$ cat src/rtl/adder_tree_pkg.sv
// Shared types and elaboration-time helpers for the pipelined multi-operand adder tree.
// Tree geometry is derived from the operand count, so every file sizes itself the same way.
package adder_tree_pkg;

  // Sideband carried alongside the data through every pipeline stage.
  typedef struct packed {
    logic valid;
    logic acc;
    logic clr;
  } sb_t;

  function automatic int clog2(input int n);
    int r;
    r = 0;
    for (int v = 1; v < n; v = v * 2) begin
      r++;
    end
    return r;
  endfunction

  // Number of registered reduction levels: the operands plus the carry-in leaf.
  function automatic int levels(input int num_ops);
    return clog2(num_ops + 1);
  endfunction

  function automatic int sum_w(input int width, input int num_ops);
    return width + levels(num_ops);
  endfunction

  // Entries present after k pairing levels, starting from n leaves.
  function automatic int level_n(input int n, input int k);
    int r;
    r = n;
    for (int i = 0; i < k; i++) begin
      r = (r + 1) / 2;
    end
    return r;
  endfunction

  // Offset of level k inside a flat array that stores all levels back to back.
  function automatic int node_off(input int n, input int k);
    int r;
    r = 0;
    for (int i = 0; i < k; i++) begin
      r += level_n(n, i);
    end
    return r;
  endfunction

endpackage

$ cat src/rtl/adder_tree_pipe_if.sv
// Operand/result bus of the adder tree: valid/ready on the operand side and on the result side.
// The master is the producer/consumer environment, the slave is the adder tree.
interface adder_tree_pipe_if #(
  parameter int WIDTH   = 7,
  parameter int NUM_OPS = 10,
  parameter int ACC_W   = 16
);
  import adder_tree_pkg::*;

  localparam int SUM_W = sum_w(WIDTH, NUM_OPS);

  logic                       in_valid;
  logic                       in_ready;
  logic [NUM_OPS*WIDTH-1:0]   ops;
  logic                       ci;
  logic                       in_acc;
  logic                       in_clr;
  logic                       out_valid;
  logic                       out_ready;
  logic [SUM_W-1:0]           sum;
  logic [WIDTH-1:0]           s;
  logic                       co;
  logic [ACC_W-1:0]           acc;
  logic                       acc_ovf;

  modport master (
    output in_valid, ops, ci, in_acc, in_clr, out_ready,
    input  in_ready, out_valid, sum, s, co, acc, acc_ovf
  );

  modport slave (
    input  in_valid, ops, ci, in_acc, in_clr, out_ready,
    output in_ready, out_valid, sum, s, co, acc, acc_ovf
  );

endinterface

$ cat src/rtl/adder_tree_level.sv
// One registered reduction level: adjacent entries are added pairwise, an odd tail passes through.
// Data and sideband load together whenever the pipeline is not stalled, bubbles included.
module adder_tree_level
  import adder_tree_pkg::*;
#(
  parameter int IN_N  = 11,
  parameter int SUM_W = 11
) (
  input  logic                              clk,
  input  logic                              rst_n,
  input  logic                              en,
  input  logic [IN_N-1:0][SUM_W-1:0]        in_data,
  input  sb_t                               in_sb,
  output logic [(IN_N+1)/2-1:0][SUM_W-1:0]  out_data,
  output sb_t                               out_sb
);

  localparam int OUT_N = (IN_N + 1) / 2;

  logic [OUT_N-1:0][SUM_W-1:0] data_next;

  genvar gi;
  generate
    for (gi = 0; gi < OUT_N; gi++) begin : g_pair
      if (2 * gi + 1 < IN_N) begin : g_add
        assign data_next[gi] = in_data[2*gi] + in_data[2*gi+1];
      end else begin : g_pass
        assign data_next[gi] = in_data[2*gi];
      end
    end
  endgenerate

  always_ff @(posedge clk or negedge rst_n) begin
    if (!rst_n) begin
      out_data <= '0;
      out_sb   <= '0;
    end else if (en) begin
      out_data <= data_next;
      out_sb   <= in_sb;
    end
  end

endmodule

$ cat src/rtl/adder_tree_pipe.sv
// Pipelined NUM_OPS-operand adder tree with carry-in, valid/ready flow control and an
// optional running accumulator folded into the final reduction stage.
module adder_tree_pipe
  import adder_tree_pkg::*;
#(
  parameter int WIDTH   = 7,
  parameter int NUM_OPS = 10,
  parameter int ACC_W   = 16
) (
  input  logic           clk,
  input  logic           rst_n,
  adder_tree_pipe_if.slave bus
);

  localparam int LEVELS = levels(NUM_OPS);
  localparam int SUM_W  = sum_w(WIDTH, NUM_OPS);
  localparam int N0     = NUM_OPS + 1;
  localparam int LAST   = node_off(N0, LEVELS - 1);
  localparam int TOT    = LAST + 2;
  localparam int ACC_W1 = ACC_W + 1;

  // Every level's entries live in one flat array; level k starts at node_off(N0, k).
  logic [TOT-1:0][SUM_W-1:0] nodes;
  sb_t  [LEVELS-1:0]         sbs;

  logic             stall;
  logic             en;
  logic [SUM_W-1:0] sum_next;
  logic [ACC_W:0]   acc_add;
  logic             acc_beat;
  sb_t              last_sb;

  logic             out_valid_reg;
  logic [SUM_W-1:0] sum_reg;
  logic [ACC_W-1:0] acc_reg;
  logic [ACC_W-1:0] acc_out_reg;
  logic             acc_ovf_reg;

  // A held result freezes the whole pipe, bubbles included, so nothing is dropped or duplicated.
  assign stall        = out_valid_reg && !bus.out_ready;
  assign en           = !stall;
  assign bus.in_ready = !stall;

  genvar gi;
  generate
    for (gi = 0; gi < NUM_OPS; gi++) begin : g_leaf
      assign nodes[gi] = SUM_W'(bus.ops[gi*WIDTH +: WIDTH]);
    end
  endgenerate

  assign nodes[NUM_OPS] = SUM_W'(bus.ci);
  assign sbs[0]         = '{valid: bus.in_valid, acc: bus.in_acc, clr: bus.in_clr};

  generate
    for (gi = 0; gi < LEVELS - 1; gi++) begin : g_lvl
      localparam int IN_N  = level_n(N0, gi);
      localparam int OUT_N = level_n(N0, gi + 1);
      localparam int I_OFF = node_off(N0, gi);
      localparam int O_OFF = node_off(N0, gi + 1);

      adder_tree_level #(
        .IN_N  (IN_N),
        .SUM_W (SUM_W)
      ) u_level (
        .clk      (clk),
        .rst_n    (rst_n),
        .en       (en),
        .in_data  (nodes[I_OFF +: IN_N]),
        .in_sb    (sbs[gi]),
        .out_data (nodes[O_OFF +: OUT_N]),
        .out_sb   (sbs[gi+1])
      );
    end
  endgenerate

  // Final level: the last pair is reduced and the accumulator updated on the same edge.
  assign last_sb  = sbs[LEVELS-1];
  assign sum_next = nodes[LAST] + nodes[LAST+1];
  assign acc_beat = last_sb.valid && last_sb.acc;
  assign acc_add  = {1'b0, acc_reg} + ACC_W1'(sum_next);

  always_ff @(posedge clk or negedge rst_n) begin
    if (!rst_n) begin
      out_valid_reg <= 1'b0;
      sum_reg       <= '0;
      acc_reg       <= '0;
      acc_out_reg   <= '0;
      acc_ovf_reg   <= 1'b0;
    end else if (en) begin
      out_valid_reg <= last_sb.valid;
      sum_reg       <= sum_next;
      if (acc_beat && last_sb.clr) begin
        acc_reg     <= ACC_W'(sum_next);
        acc_out_reg <= ACC_W'(sum_next);
        acc_ovf_reg <= 1'b0;
      end else if (acc_beat) begin
        acc_reg     <= acc_add[ACC_W-1:0];
        acc_out_reg <= acc_add[ACC_W-1:0];
        acc_ovf_reg <= acc_ovf_reg | acc_add[ACC_W];
      end else begin
        acc_out_reg <= ACC_W'(sum_next);
      end
    end
  end

  assign bus.out_valid = out_valid_reg;
  assign bus.sum       = sum_reg;
  assign bus.s         = sum_reg[WIDTH-1:0];
  assign bus.co        = sum_reg[WIDTH];
  assign bus.acc       = acc_out_reg;
  assign bus.acc_ovf   = acc_ovf_reg;

endmodule

$ cat src/flat_wrapper.sv
// flat-port wrapper written by rule: the top's interface ports become plain ports
module adder_tree_pipe_flat import adder_tree_pkg::*;
#(
  parameter int WIDTH   = 7,
  parameter int NUM_OPS = 10,
  parameter int ACC_W   = 16
)
  (clk, rst_n, bus_in_valid, bus_ops, bus_ci, bus_in_acc, bus_in_clr, bus_out_ready, bus_in_ready, bus_out_valid, bus_sum, bus_s, bus_co, bus_acc, bus_acc_ovf);
  adder_tree_pipe_if #(.WIDTH(WIDTH), .NUM_OPS(NUM_OPS), .ACC_W(ACC_W)) bus_i ();
  input  logic clk;
  input  logic rst_n;
  input wire logic [$bits(bus_i.in_valid)-1:0] bus_in_valid;
  input wire logic [$bits(bus_i.ops)-1:0] bus_ops;
  input wire logic [$bits(bus_i.ci)-1:0] bus_ci;
  input wire logic [$bits(bus_i.in_acc)-1:0] bus_in_acc;
  input wire logic [$bits(bus_i.in_clr)-1:0] bus_in_clr;
  input wire logic [$bits(bus_i.out_ready)-1:0] bus_out_ready;
  output wire logic [$bits(bus_i.in_ready)-1:0] bus_in_ready;
  output wire logic [$bits(bus_i.out_valid)-1:0] bus_out_valid;
  output wire logic [$bits(bus_i.sum)-1:0] bus_sum;
  output wire logic [$bits(bus_i.s)-1:0] bus_s;
  output wire logic [$bits(bus_i.co)-1:0] bus_co;
  output wire logic [$bits(bus_i.acc)-1:0] bus_acc;
  output wire logic [$bits(bus_i.acc_ovf)-1:0] bus_acc_ovf;
  assign bus_i.in_valid = bus_in_valid;
  assign bus_i.ops = bus_ops;
  assign bus_i.ci = bus_ci;
  assign bus_i.in_acc = bus_in_acc;
  assign bus_i.in_clr = bus_in_clr;
  assign bus_i.out_ready = bus_out_ready;
  assign bus_in_ready = bus_i.in_ready;
  assign bus_out_valid = bus_i.out_valid;
  assign bus_sum = bus_i.sum;
  assign bus_s = bus_i.s;
  assign bus_co = bus_i.co;
  assign bus_acc = bus_i.acc;
  assign bus_acc_ovf = bus_i.acc_ovf;
  adder_tree_pipe #(.WIDTH(WIDTH), .NUM_OPS(NUM_OPS), .ACC_W(ACC_W)) u_core (.clk(clk), .rst_n(rst_n), .bus(bus_i));
endmodule
$ cat config.mk
export PLATFORM = sky130hd
export DESIGN_NAME = adder_tree_pipe_flat
export DESIGN_NICKNAME = d
export VERILOG_FILES = /design/src/rtl/adder_tree_pkg.sv /design/src/rtl/adder_tree_pipe_if.sv /design/src/rtl/adder_tree_level.sv /design/src/rtl/adder_tree_pipe.sv /design/src/flat_wrapper.sv
export SDC_FILE = /design/constraint.sdc
export NUM_CORES = 1
export LEC_CHECK = 0
export CAP_MARGIN = 25
export CORE_AREA = 3 3 152 154
export DETAILED_ROUTE_END_ITERATION = 8
export DIE_AREA = 0 0 155 157
export DONT_BUFFER_PORTS = 1
export PLACE_DENSITY = 0.53
export RECOVER_POWER = 25
export SLEW_MARGIN = 10
export SYNTH_ARGS = -nofsm -noshare
export SYNTH_HDL_FRONTEND = slang
export SYNTH_SLANG_ARGS = --single-unit
$ cat constraint.sdc
create_clock -name clk -period 3.2 [get_ports clk]
set_input_delay 0.64 -clock clk [delete_from_list [all_inputs] [get_ports clk]]
set_output_delay 0.64 -clock clk [all_outputs]
set_load 0.01 [all_outputs]
==> results.json, run 1 <==
{
  "status": "complete, but fails checks",
  "violations": "hold timing, setup timing",
  "hold_slack_ns": -0.08712,
  "antenna_left": 0,
  "crit_type": "reg -> reg",
  "syn-cell-area_um2": 8710,
  "nFillCells": 2140,
  "path_max_fanout": 4,
  "die_w_um": 155,
  "finalMaxSlewViolations": 0,
  "first_iter_violations": 211,
  "worstSetupEndpointType": "flop",
  "area_growth_pct": 15.39,
  "synth_edf_count": 0,
  "powerDensity_nw_per_um2": 1381,
  "async_flop_share": 1.000,
  "tightestPinTransition_ns": 0.7512,
  "relSlewSlack": 0.4973,
  "syn_inst": 959,
  "dp_slack_ns": -0.1355,
  "post_dp_cell_area_um2": 9158,
  "fin_setup_tns_ns": -0.1770,
  "routed_wl_um": 19070,
  "fin_area_um2": 10050,
  "worstPathRequired_ns": 3.56,
  "cts_sinks": 141,
  "ir_worst_vdd_mv": 0.5931,
  "synth_nets": 1129,
  "dieArea_um2": 24340,
  "cts_buffers": 17,
  "fin_crit_ns": 3.268,
  "clk_latency_ns": 0.42,
  "wire_per_inst_um": 15.01,
  "grt_max_degree": 142,
  "yosys_warnings": 0,
  "yosysTopAreaCell": "dfrtp_1",
  "via_per_inst": 5.211,
  "yosysUniqueCellTypes": 63,
  "synth_top_area_share": 0.4051,
  "globalRouteTotalUtil": 0.1610,
  "vias": 6618,
  "setup_viol_count_final": 6,
  "clk_pin_slew_ns": 0.06,
  "gp_congestion": 0.8551,
  "portBuffers": 0,
  "worstPathArrival_ns": 3.62,
  "start_kind": "flop",
  "hpwl_um": 13390,
  "seq_area_frac_synth": 0.4051,
  "root_buffer": "clkbuf_16",
  "largest_reg_flops": 87,
  "antenna_found_initial": 0,
  "antenna_cells": 0,
  "grt_pass1_vias": 6476,
  "slowest_stage": "or4_4",
  "core_um2": 21820,
  "max_freq_ghz": 0.3060,
  "drt_pass1_iterations": 4,
  "clockBufferDepth": 2,
  "avgSynthCellArea_um2": 9.082,
  "final_cell_mix": "nand2_1 (172), dfrtp_1 (141), ha_1 (79)",
  "path_cells": "ha_2 > fa_2 > a21o_1 > a21oi_2 > o21bai_1 > a21oi_1 > xnor2_1 > ha_1 > nand2_2 > or3_4 > a21boi_4 > o21ai_2 > or4_4 > nand3_1",
  "p_leak_nw": 4.697,
  "synth_seq_cells": 141,
  "synth_area_leaders": "dfrtp_1 (41%), ha_1 (12%), nand2_1 (7.5%)",
  "worst_slack_ns": -0.06845,
  "die-height_um": 157,
  "cp_slowest_stage_delay_ns": 0.49,
  "rsz0062_at_grt": "true",
  "drv_cap": 0,
  "min_path_type": "in -> async",
  "io-pin-count": 115,
  "layout_commonest_cell": "nand2_1",
  "drc_errors": 0,
  "drive_above_1_share": 0.1192,
  "hold_violations": 141,
  "period_share": 1.021,
  "grt_pass1_wl_um": 31950,
  "clock_skew_ns": 0.007801,
  "start_util": 0.3991,
  "cts_tree": "yes",
  "cts_htree_levels": 4,
  "rows": 54,
  "fin_nets": 1147,
  "ys.flop_type": "dfrtp_1",
  "grt_overflow_total": 0
}
[area by class of cell]
class / count / area (um2) / area share
repair buffers: 41 / 344.1 / 0.03424
inverters: 56 / 212.7 / 0.02117
flip-flops and latches: 141 / 3528 / 0.3511
well taps: 280 / 350.3 / 0.03486
clock inverters: 14 / 191.4 / 0.01905
multi-input cells: 720 / 4994 / 0.4969
clock buffers: 18 / 429.2 / 0.04270
[synth_stat cells, types with 6 or more instances]
library cell	n
nand2_1	174
dfrtp_1	141
ha_1	83
a21oi_1	67
nor2_1	67
inv_1	54
nor3_1	34
clkbuf_1	29
xnor2_1	26
a21o_1	24
o21ai_0	24
o21ai_1	22
xor2_1	19
nand3_1	16
o21a_1	13
o31ai_1	12
nor2b_1	11
fa_1	10
mux2i_1	10
a2111oi_0	9
a211oi_1	8
buf_4	8
o211ai_1	7
a221o_1	6
a22oi_1	6
nor4b_1	6
[metrics by stage]
step / utilization / power [mW] / hold WS (ns) / instances
after global placement: 0.4196 / 10.82 / 0.3499 / 1229
after floorplan: - / 8.644 / 0.3444 / 959
after global routing: 0.4605 / 15.17 / -0.1147 / 1270
final: 0.4605 / 13.87 / -0.08712 / 1270
after detailed placement: 0.4196 / 10.87 / 0.3499 / 1229
after CTS: 0.4505 / 13.27 / -0.1050 / 1264
[final timing paths]
kind                                                             startpoint                                          endpoint  slack [ns]  cells past startpoint
setup reg to reg            u_core.g_lvl[2].u_level.out_data[0]$_DFFE_PN0N_                    u_core.acc_reg[14]$_DFFE_PN0P_       -0.07                     14
hold reg to reg            u_core.g_lvl[1].u_level.out_data[30]$_DFFE_PN0N_  u_core.g_lvl[1].u_level.out_data[30]$_DFFE_PN0N_        0.47                      2
setup / recovery            u_core.g_lvl[2].u_level.out_data[0]$_DFFE_PN0N_                    u_core.acc_reg[14]$_DFFE_PN0P_       -0.07                     14
hold / removal                                                        rst_n                    u_core.bus.acc[11]$_DFFE_PN0N_       -0.09                      0
max in group asynchronous                                             rst_n                    u_core.bus.acc[14]$_DFFE_PN0N_        3.06                      0
min in group clk                                                     bus_ci  u_core.g_lvl[0].u_level.out_data[55]$_DFFE_PN0N_        0.33                      2
[metal layers]
metal | wire length (um) | up-vias | global-route usage
li1 | - | 3404 | -
met4 | 237 | 0 | 0.04163
met5 | 0 | - | 0
met1 | 9093 | 3086 | 0.2131
met3 | 703 | 18 | 0.03987
met2 | 9034 | 110 | 0.2655
[critical path: cells and delay by family, from the launching register on]
kind            cells  cell delay (ns)
compound gates      6             0.79
xor+xnor            1             0.11
fa+ha+maj           3             0.91
flops               1             0.38
simple gates        4             1.02
[power breakdown]
group | internal [mW] | switching [mW] | total (mW)
clock | 1.30 | 0.783 | 2.09
combinational | 3.99 | 4.44 | 8.44
sequential | 2.62 | 0.724 | 3.35
[logic make-up after synthesis]
logic type / share of synthesized area
AO/OA/AOI/OAI: 0.1776
adder cells (fa/ha/maj): 0.1422
XOR/XNOR: 0.04525
flip-flops: 0.4051
buffers and inverters: 0.04583
multiplexers: 0.01408
AND/OR/NAND/NOR: 0.1699
[what timing repair did]
| action | in CTS | in global routing |
|---|---|---|
| pin swaps | 8 | 14 |
| resized for setup | 7 | 32 |
| hold endpoints to repair | 141 | 141 |
| setup endpoints to repair | 11 | 17 |
| buffers inserted | 3 | 7 |
Power figures use the tool's default switching activity.
==> run 2: changes to the inputs <==
--- a/config.mk
+++ b/config.mk
@@ -5,12 +5,14 @@
 export SDC_FILE = /design/constraint.sdc
 export NUM_CORES = 1
 export LEC_CHECK = 0
+export ABC_AREA = 1
 export CAP_MARGIN = 25
-export CORE_AREA = 3 3 152 154
+export CORE_AREA = 3 3 130 132
 export DETAILED_ROUTE_END_ITERATION = 8
-export DIE_AREA = 0 0 155 157
+export DIE_AREA = 0 0 133 135
 export DONT_BUFFER_PORTS = 1
-export PLACE_DENSITY = 0.53
+export HOLD_SLACK_MARGIN = 0.1
+export PLACE_DENSITY = 0.73
 export RECOVER_POWER = 25
 export SLEW_MARGIN = 10
 export SYNTH_ARGS = -nofsm -noshare
==> results.json, run 2 <==
{
  "status": "complete, but fails checks",
  "violations": "hold timing",
  "cp.depth": 18,
  "cts_sinks": 141,
  "die-height_um": 135,
  "worstPathRequired_ns": 3.52,
  "p_sw_mw": 5.305,
  "syn-cell-area_um2": 9236,
  "critPathBufInv": 0,
  "ir_worst_vdd_mv": 0.5558,
  "crit_top_cell": "nand2_1",
  "synth_nets": 1372,
  "drc_errors": 0,
  "root_buffer": "clkbuf_16",
  "seq_area_um2": 3528,
  "drv_cap": 0,
  "grt_pass1_vias": 7086,
  "fin_crit_ns": 2.871,
  "hpwl_um": 15030,
  "yosys_warnings": 0,
  "rsz0062_at_grt": "false",
  "rows": 46,
  "start_util": 0.5836,
  "tightestPinTransition_ns": 0.6464,
  "relSlewSlack": 0.5691,
  "gp_congestion": 0.9011,
  "switching_share": 0.4667,
  "finalMaxSlewViolations": 0,
  "crit_end": "u_core.acc_reg[13]$_DFFE_PN0P_",
  "r2r_setup_slack_ns": 0.33,
  "worstSetupEndpointType": "flop",
  "async_flop_share": 1.000,
  "area_growth_pct": 7.925,
  "worstPathArrival_ns": 3.19,
  "seq_power_share": 0.284,
  "wire_per_inst_um": 14.46,
  "nFillCells": 1398,
  "max_freq_ghz": 0.3483,
  "routed_wl_um": 20520,
  "cts_setup_buffers": 0,
  "final_cell_mix": "nand2_1 (421), dfrtp_1 (141), inv_1 (122)",
  "r2r-end": "u_core.acc_reg[13]$_DFFE_PN0P_",
  "syn_inst": 1202,
  "synth_seq_cells": 141,
  "globalRouteTotalUtil": 0.2391,
  "seq_area_frac_synth": 0.3820,
  "p_leak_nw": 5.286,
  "clk_pin_slew_ns": 0.06,
  "r2r_start": "u_core.g_lvl[2].u_level.out_data[0]$_DFFE_PN0N_",
  "p_int_mw": 6.062,
  "io-pin-count": 115,
  "fin_nets": 1361,
  "grt_pass1_wl_um": 34800,
  "path_max_fanout": 5,
  "clk_latency_ns": 0.43,
  "via_per_inst": 5.388,
  "avgSynthCellArea_um2": 7.684,
  "yosysTopAreaCell": "dfrtp_1",
  "setup_viol_count_final": 0,
  "vias": 7646,
  "die_w_um": 133,
  "layout_commonest_cell": "nand2_1",
  "cts_tree": "yes",
  "critPathLaunch": "u_core.g_lvl[2].u_level.out_data[0]$_DFFE_PN0N_",
  "portBuffers": 0,
  "synth_edf_count": 0,
  "cts_buffers": 17,
  "antenna_found_initial": 0,
  "clock_skew_ns": 0.006653,
  "grt_overflow_total": 0,
  "antenna_cells": 0,
  "synth_common_cells": "nand2_1 (421), dfrtp_1 (141), inv_1 (122)",
  "fin_setup_tns_ns": 0,
  "path_cells": "ha_1 > fa_1 > nand2_1 > nand3_2 > nand3_1 > nand2_2 > nand2_1 > nand2_1 > ha_1 > nand2_1 > nor2_2 > nand3_1 > nand3_1 > nand2_1 > nand2_1 > nand2_1 > nand3_1 > nand2_1",
  "clockBufferDepth": 2,
  "hold_slack_ns": -0.08783,
  "antenna_left": 0,
  "hold_violations": 141,
  "powerDensity_nw_per_um2": 1140,
  "grt_max_degree": 142,
  "synth_top_area_share": 0.3820,
  "slowest_stage": "fa_1",
  "multi_input_area_um2": 5027,
  "period_share": 0.8973,
  "yosysUniqueCellTypes": 42,
  "dieArea_um2": 17960,
  "cts_htree_levels": 4,
  "drt_pass1_iterations": 5,
  "post_dp_cell_area_um2": 9358,
  "largest_reg_flops": 87,
  "pwr-share-comb": 0.536,
  "first_iter_violations": 550,
  "drive_above_1_share": 0.06318,
  "crit_family": "simple AND/OR/NAND/NOR gates",
  "ctsResizeCount": 0,
  "core_um2": 15830,
  "reg2regPathDepth": 18,
  "min_path_type": "in -> async",
  "ys.flop_type": "dfrtp_1",
  "fin_area_um2": 9968,
  "synth.most_common_cell": "nand2_1",
  "p_clk_frac": 0.180,
  "crit_type": "reg -> reg",
  "start_kind": "flop",
  "synth_area_leaders": "dfrtp_1 (38%), nand2_1 (17%), ha_1 (11%)",
  "cp_slowest_stage_delay_ns": 0.41
}
run 2: cell types whose count changed after synthesis, sizes merged, moves of 19 or more:
cell    before  now
nand4        3   24
clkbuf      29    5
a21o        25    5
a31oi        3   26
nand3       16   74
inv         56  128
a21oi       67   33
nor3        34    6
xnor2       26    7
o21ai       47   69
nand2      174  433
run 2: layout make-up:
type | count | area share
repair buffers | 5 | 0.005021
clock inverters | 9 | 0.01368
well taps | 216 | 0.02711
inverters | 128 | 0.04832
clock buffers | 22 | 0.04757
flip-flops and latches | 141 | 0.3540
multi-input cells | 898 | 0.5043
run 2: cell families (layout without fill, tap and decap cells):
family,after synthesis,after routing,synth area share
simple gates,619,619,0.2847
buf+inv,163,164,0.07369
compound gates,159,159,0.09903
flops,141,141,0.3820
fa+ha+maj,93,93,0.1341
xor+xnor,27,27,0.02642
run 2: worst reg2reg max path: stages, from the launching register on:
cell and delay (ns):
dfrtp_1 0.39, ha_1 0.24, fa_1 0.41, nand2_1 0.09
nand3_2 0.09, nand3_1 0.12, nand2_2 0.08, nand2_1 0.09
nand2_1 0.09, ha_1 0.37, nand2_1 0.12, nor2_2 0.14
nand3_1 0.11, nand3_1 0.13, nand2_1 0.07, nand2_1 0.06
nand2_1 0.04, nand3_1 0.08, nand2_1 0.05
run 2: per-stage QoR:
step / total power [mW] / util / instances / setup WS (ns) / hold slack, ns
CTS: 11.39 / 0.6298 / 1419 / 0.3483 / -0.1126
global route: 12.46 / 0.6298 / 1419 / 0.003800 / -0.1100
detailed placement: 9.281 / 0.5912 / 1388 / 0.3615 / 0.3494
floorplan: 7.911 / - / 1202 / 0.6213 / 0.3444
global placement: 9.211 / 0.5912 / 1388 / 0.4391 / 0.3525
finish: 11.37 / 0.6298 / 1419 / 0.3286 / -0.08783
run 2: layer usage:
layer  part of all wire  global-route usage
met2               0.46              0.3736
met3              0.044             0.05291
met1               0.48              0.3378
met4              0.014             0.06697
met5                  0                   0
run 2: power groups by stage:
stage | clock network (mW) | logic (mW) | registers, mW
2_1_floorplan | 0 | 4.91 | 3.00
5_1_grt | 2.16 | 6.98 | 3.33
4_1_cts | 2.08 | 6.08 | 3.23
3_3_place_gp | 0 | 5.98 | 3.23
3_5_place_dp | 0 | 6.03 | 3.25
6_report | 2.04 | 6.09 | 3.23
run 2: worst min path at each step:
stage	start	to
after floorplan	rst_n	u_core.acc_reg[0]$_DFFE_PN0P_
after global placement	rst_n	u_core.g_lvl[0].u_level.out_data[12]$_DFFE_PN0N_
after detailed placement	rst_n	u_core.g_lvl[0].u_level.out_data[1]$_DFFE_PN0N_
after CTS	rst_n	u_core.bus.sum[6]$_DFFE_PN0N_
after global routing	rst_n	u_core.g_lvl[2].u_level.out_data[2]$_DFFE_PN0N_
final	rst_n	u_core.bus.sum[2]$_DFFE_PN0N_
==> run 3: changes to the inputs <==
--- a/config.mk
+++ b/config.mk
@@ -5,14 +5,15 @@
 export SDC_FILE = /design/constraint.sdc
 export NUM_CORES = 1
 export LEC_CHECK = 0
-export ABC_AREA = 1
+export ABC_AREA = 0
 export CAP_MARGIN = 25
-export CORE_AREA = 3 3 130 132
+export CORE_AREA = 3 3 127 129
 export DETAILED_ROUTE_END_ITERATION = 8
-export DIE_AREA = 0 0 133 135
+export DIE_AREA = 0 0 130 132
 export DONT_BUFFER_PORTS = 1
+export GPL_ROUTABILITY_DRIVEN = 1
 export HOLD_SLACK_MARGIN = 0.1
-export PLACE_DENSITY = 0.73
+export PLACE_DENSITY = 0.72
 export RECOVER_POWER = 25
 export SLEW_MARGIN = 10
 export SYNTH_ARGS = -nofsm -noshare
==> results.json, run 3 (synthesis gave the netlist of run 1 again) <==
{
  "hold_slack_ns": -0.08695,
  "core_um2": 15150,
  "clk_pin_slew_ns": 0.06,
  "min_path_type": "in -> async",
  "drt_pass1_iterations": 5,
  "hold_violations": 141,
  "ir_worst_vdd_mv": 0.7191,
  "start_util": 0.5751,
  "cts_sinks": 141,
  "multi_input_area_um2": 5032,
  "routed_wl_um": 18450,
  "cts_htree_levels": 4,
  "p_int_mw": 7.802,
  "drc_errors": 0,
  "antenna_found_initial": 0,
  "hpwl_um": 12500,
  "via_per_inst": 5.688,
  "fin_crit_ns": 3.354,
  "area_growth_pct": 13.98,
  "p_leak_nw": 4.716,
  "clk_latency_ns": 0.42,
  "path_cells": "ha_4 > a21o_1 > a21o_1 > a2111oi_2 > o211ai_1 > ha_1 > nand3_2 > o22ai_2 > o31a_1 > or2_4 > o311ai_4",
  "antenna_cells": 0,
  "final_cell_mix": "nand2_1 (173), dfrtp_1 (141), ha_1 (79)",
  "worstSetupEndpointType": "flop",
  "crit_family": "compound AO/OA/AOI/OAI gates",
  "violations": "hold timing, setup timing",
  "antenna_left": 0,
  "die-height_um": 132,
  "portBuffers": 0,
  "setup_viol_count_final": 9,
  "seq_area_um2": 3528,
  "grt_max_degree": 142,
  "grt_pass1_wl_um": 30030,
  "finalMaxSlewViolations": 0,
  "drv_cap": 0,
  "drive_above_1_share": 0.1210,
  "slowest_stage": "dfrtp_1",
  "vias": 6712,
  "fin_area_um2": 9927,
  "relSlewSlack": 0.5015,
  "critPathBufInv": 0,
  "cp_slowest_stage_delay_ns": 0.42,
  "worst_slack_ns": -0.1538,
  "fin_nets": 1150,
  "tightestPinTransition_ns": 0.7450,
  "powerDensity_nw_per_um2": 1389,
  "start_kind": "flop",
  "rsz0062_at_grt": "true",
  "p_clk_frac": 0.137,
  "io-pin-count": 115,
  "crit_top_cell": "a21o_1",
  "stdcell_count": 1180,
  "clock_skew_ns": 0.006526,
  "p_sw_mw": 5.989,
  "status": "complete, but fails checks",
  "cts_tree": "yes",
  "nFillCells": 1250,
  "post_dp_cell_area_um2": 9030,
  "switching_share": 0.4343,
  "die_w_um": 130,
  "globalRouteTotalUtil": 0.2131,
  "placed_cells": 1137,
  "worstPathRequired_ns": 3.52,
  "cts_buffers": 17,
  "grt_pass1_vias": 6457,
  "wire_per_inst_um": 15.64,
  "clockBufferDepth": 2,
  "gp_congestion": 0.8489,
  "worstPathArrival_ns": 3.68,
  "dieArea_um2": 17160,
  "max_freq_ghz": 0.2982,
  "largest_reg_flops": 87,
  "rows": 45,
  "first_iter_violations": 411,
  "pwr-share-comb": 0.620,
  "root_buffer": "clkbuf_16",
  "grt_overflow_total": 0,
  "path_max_fanout": 4,
  "crit_type": "reg -> reg",
  "layout_commonest_cell": "nand2_1",
  "seq_power_share": 0.243,
  "final_util": 0.6554,
  "period_share": 1.048
}
## run 3: changes by cell type in the layout (fill, tap and decap cells not counted), sizes merged, moves of 23 or more
| cell | change |
|---|---|
| nand2 | -259 |
| inv | -71 |
| nand3 | -58 |
| buf | +39 |
| a21oi | +34 |
| nor3 | +28 |
| a31oi | -23 |
## run 3: power by group through the flow
stage	registers (mW)	logic, mW	clock network, mW
after CTS	3.36	7.64	1.91
after global routing	3.47	9.42	2.01
final	3.35	8.55	1.89
after global placement	3.35	7.22	0
after floorplan	3.14	5.51	0
after detailed placement	3.37	7.37	0
## run 3: worst paths after layout
| check | startpoint | endpoint | slack (ns) | depth (start not counted) |
|---|---|---|---|---|
| min reg2reg | u_core.g_lvl[1].u_level.out_data[22]$_DFFE_PN0N_ | u_core.g_lvl[1].u_level.out_data[22]$_DFFE_PN0N_ | 0.47 | 2 |
| min | rst_n | u_core.bus.acc[15]$_DFFE_PN0N_ | -0.09 | 0 |
| max in group asynchronous | rst_n | u_core.acc_reg[8]$_DFFE_PN0P_ | 3.04 | 0 |
| max reg2reg | u_core.g_lvl[2].u_level.out_data[6]$_DFFE_PN0N_ | u_core.acc_reg[15]$_DFFE_PN0P_ | -0.15 | 11 |
| max | u_core.g_lvl[2].u_level.out_data[6]$_DFFE_PN0N_ | u_core.acc_reg[15]$_DFFE_PN0P_ | -0.15 | 11 |
| min in group clk | bus_in_valid | u_core.g_lvl[0].u_level.out_sb[2]$_DFFE_PN0N_ | 0.34 | 2 |
## run 3: repair_timing
action,4_1_cts,5_1_grt
gates resized for setup,10,34
endpoints found under the setup margin,11,17
buffers inserted,4,9
hold endpoints to repair,141,141
pin swaps,4,37
## run 3: per-layer routing
layer	vias to the layer above	track usage	part of all wire
met5	-	0	0
met4	0	0.05081	0.011
met3	18	0.04781	0.043
met2	142	0.3516	0.49
met1	3167	0.2858	0.46
li1	3385	-	-
## run 3: layout make-up
cell class,count,share of cell area
Timing Repair Buffer,44,0.03567
Tap cell,188,0.02370
Inverter,56,0.02143
Multi-Input combinational cell,720,0.5069
Clock inverter,6,0.005924
Clock buffer,25,0.05092
Sequential cell,141,0.3554
## run 3: metrics by stage
step / hold slack [ns] / setup TNS (ns) / worst slack, ns / power [mW]
2_1_floorplan: 0.3444 / -0.04844 / -0.03126 / 8.644
3_3_place_gp: 0.3489 / -0.08555 / -0.03827 / 10.57
3_5_place_dp: 0.3488 / -0.6532 / -0.1199 / 10.74
4_1_cts: -0.09978 / -0.1586 / -0.05306 / 12.91
5_1_grt: -0.1119 / -2.261 / -0.2489 / 14.91
6_report: -0.08695 / -0.9309 / -0.1538 / 13.79
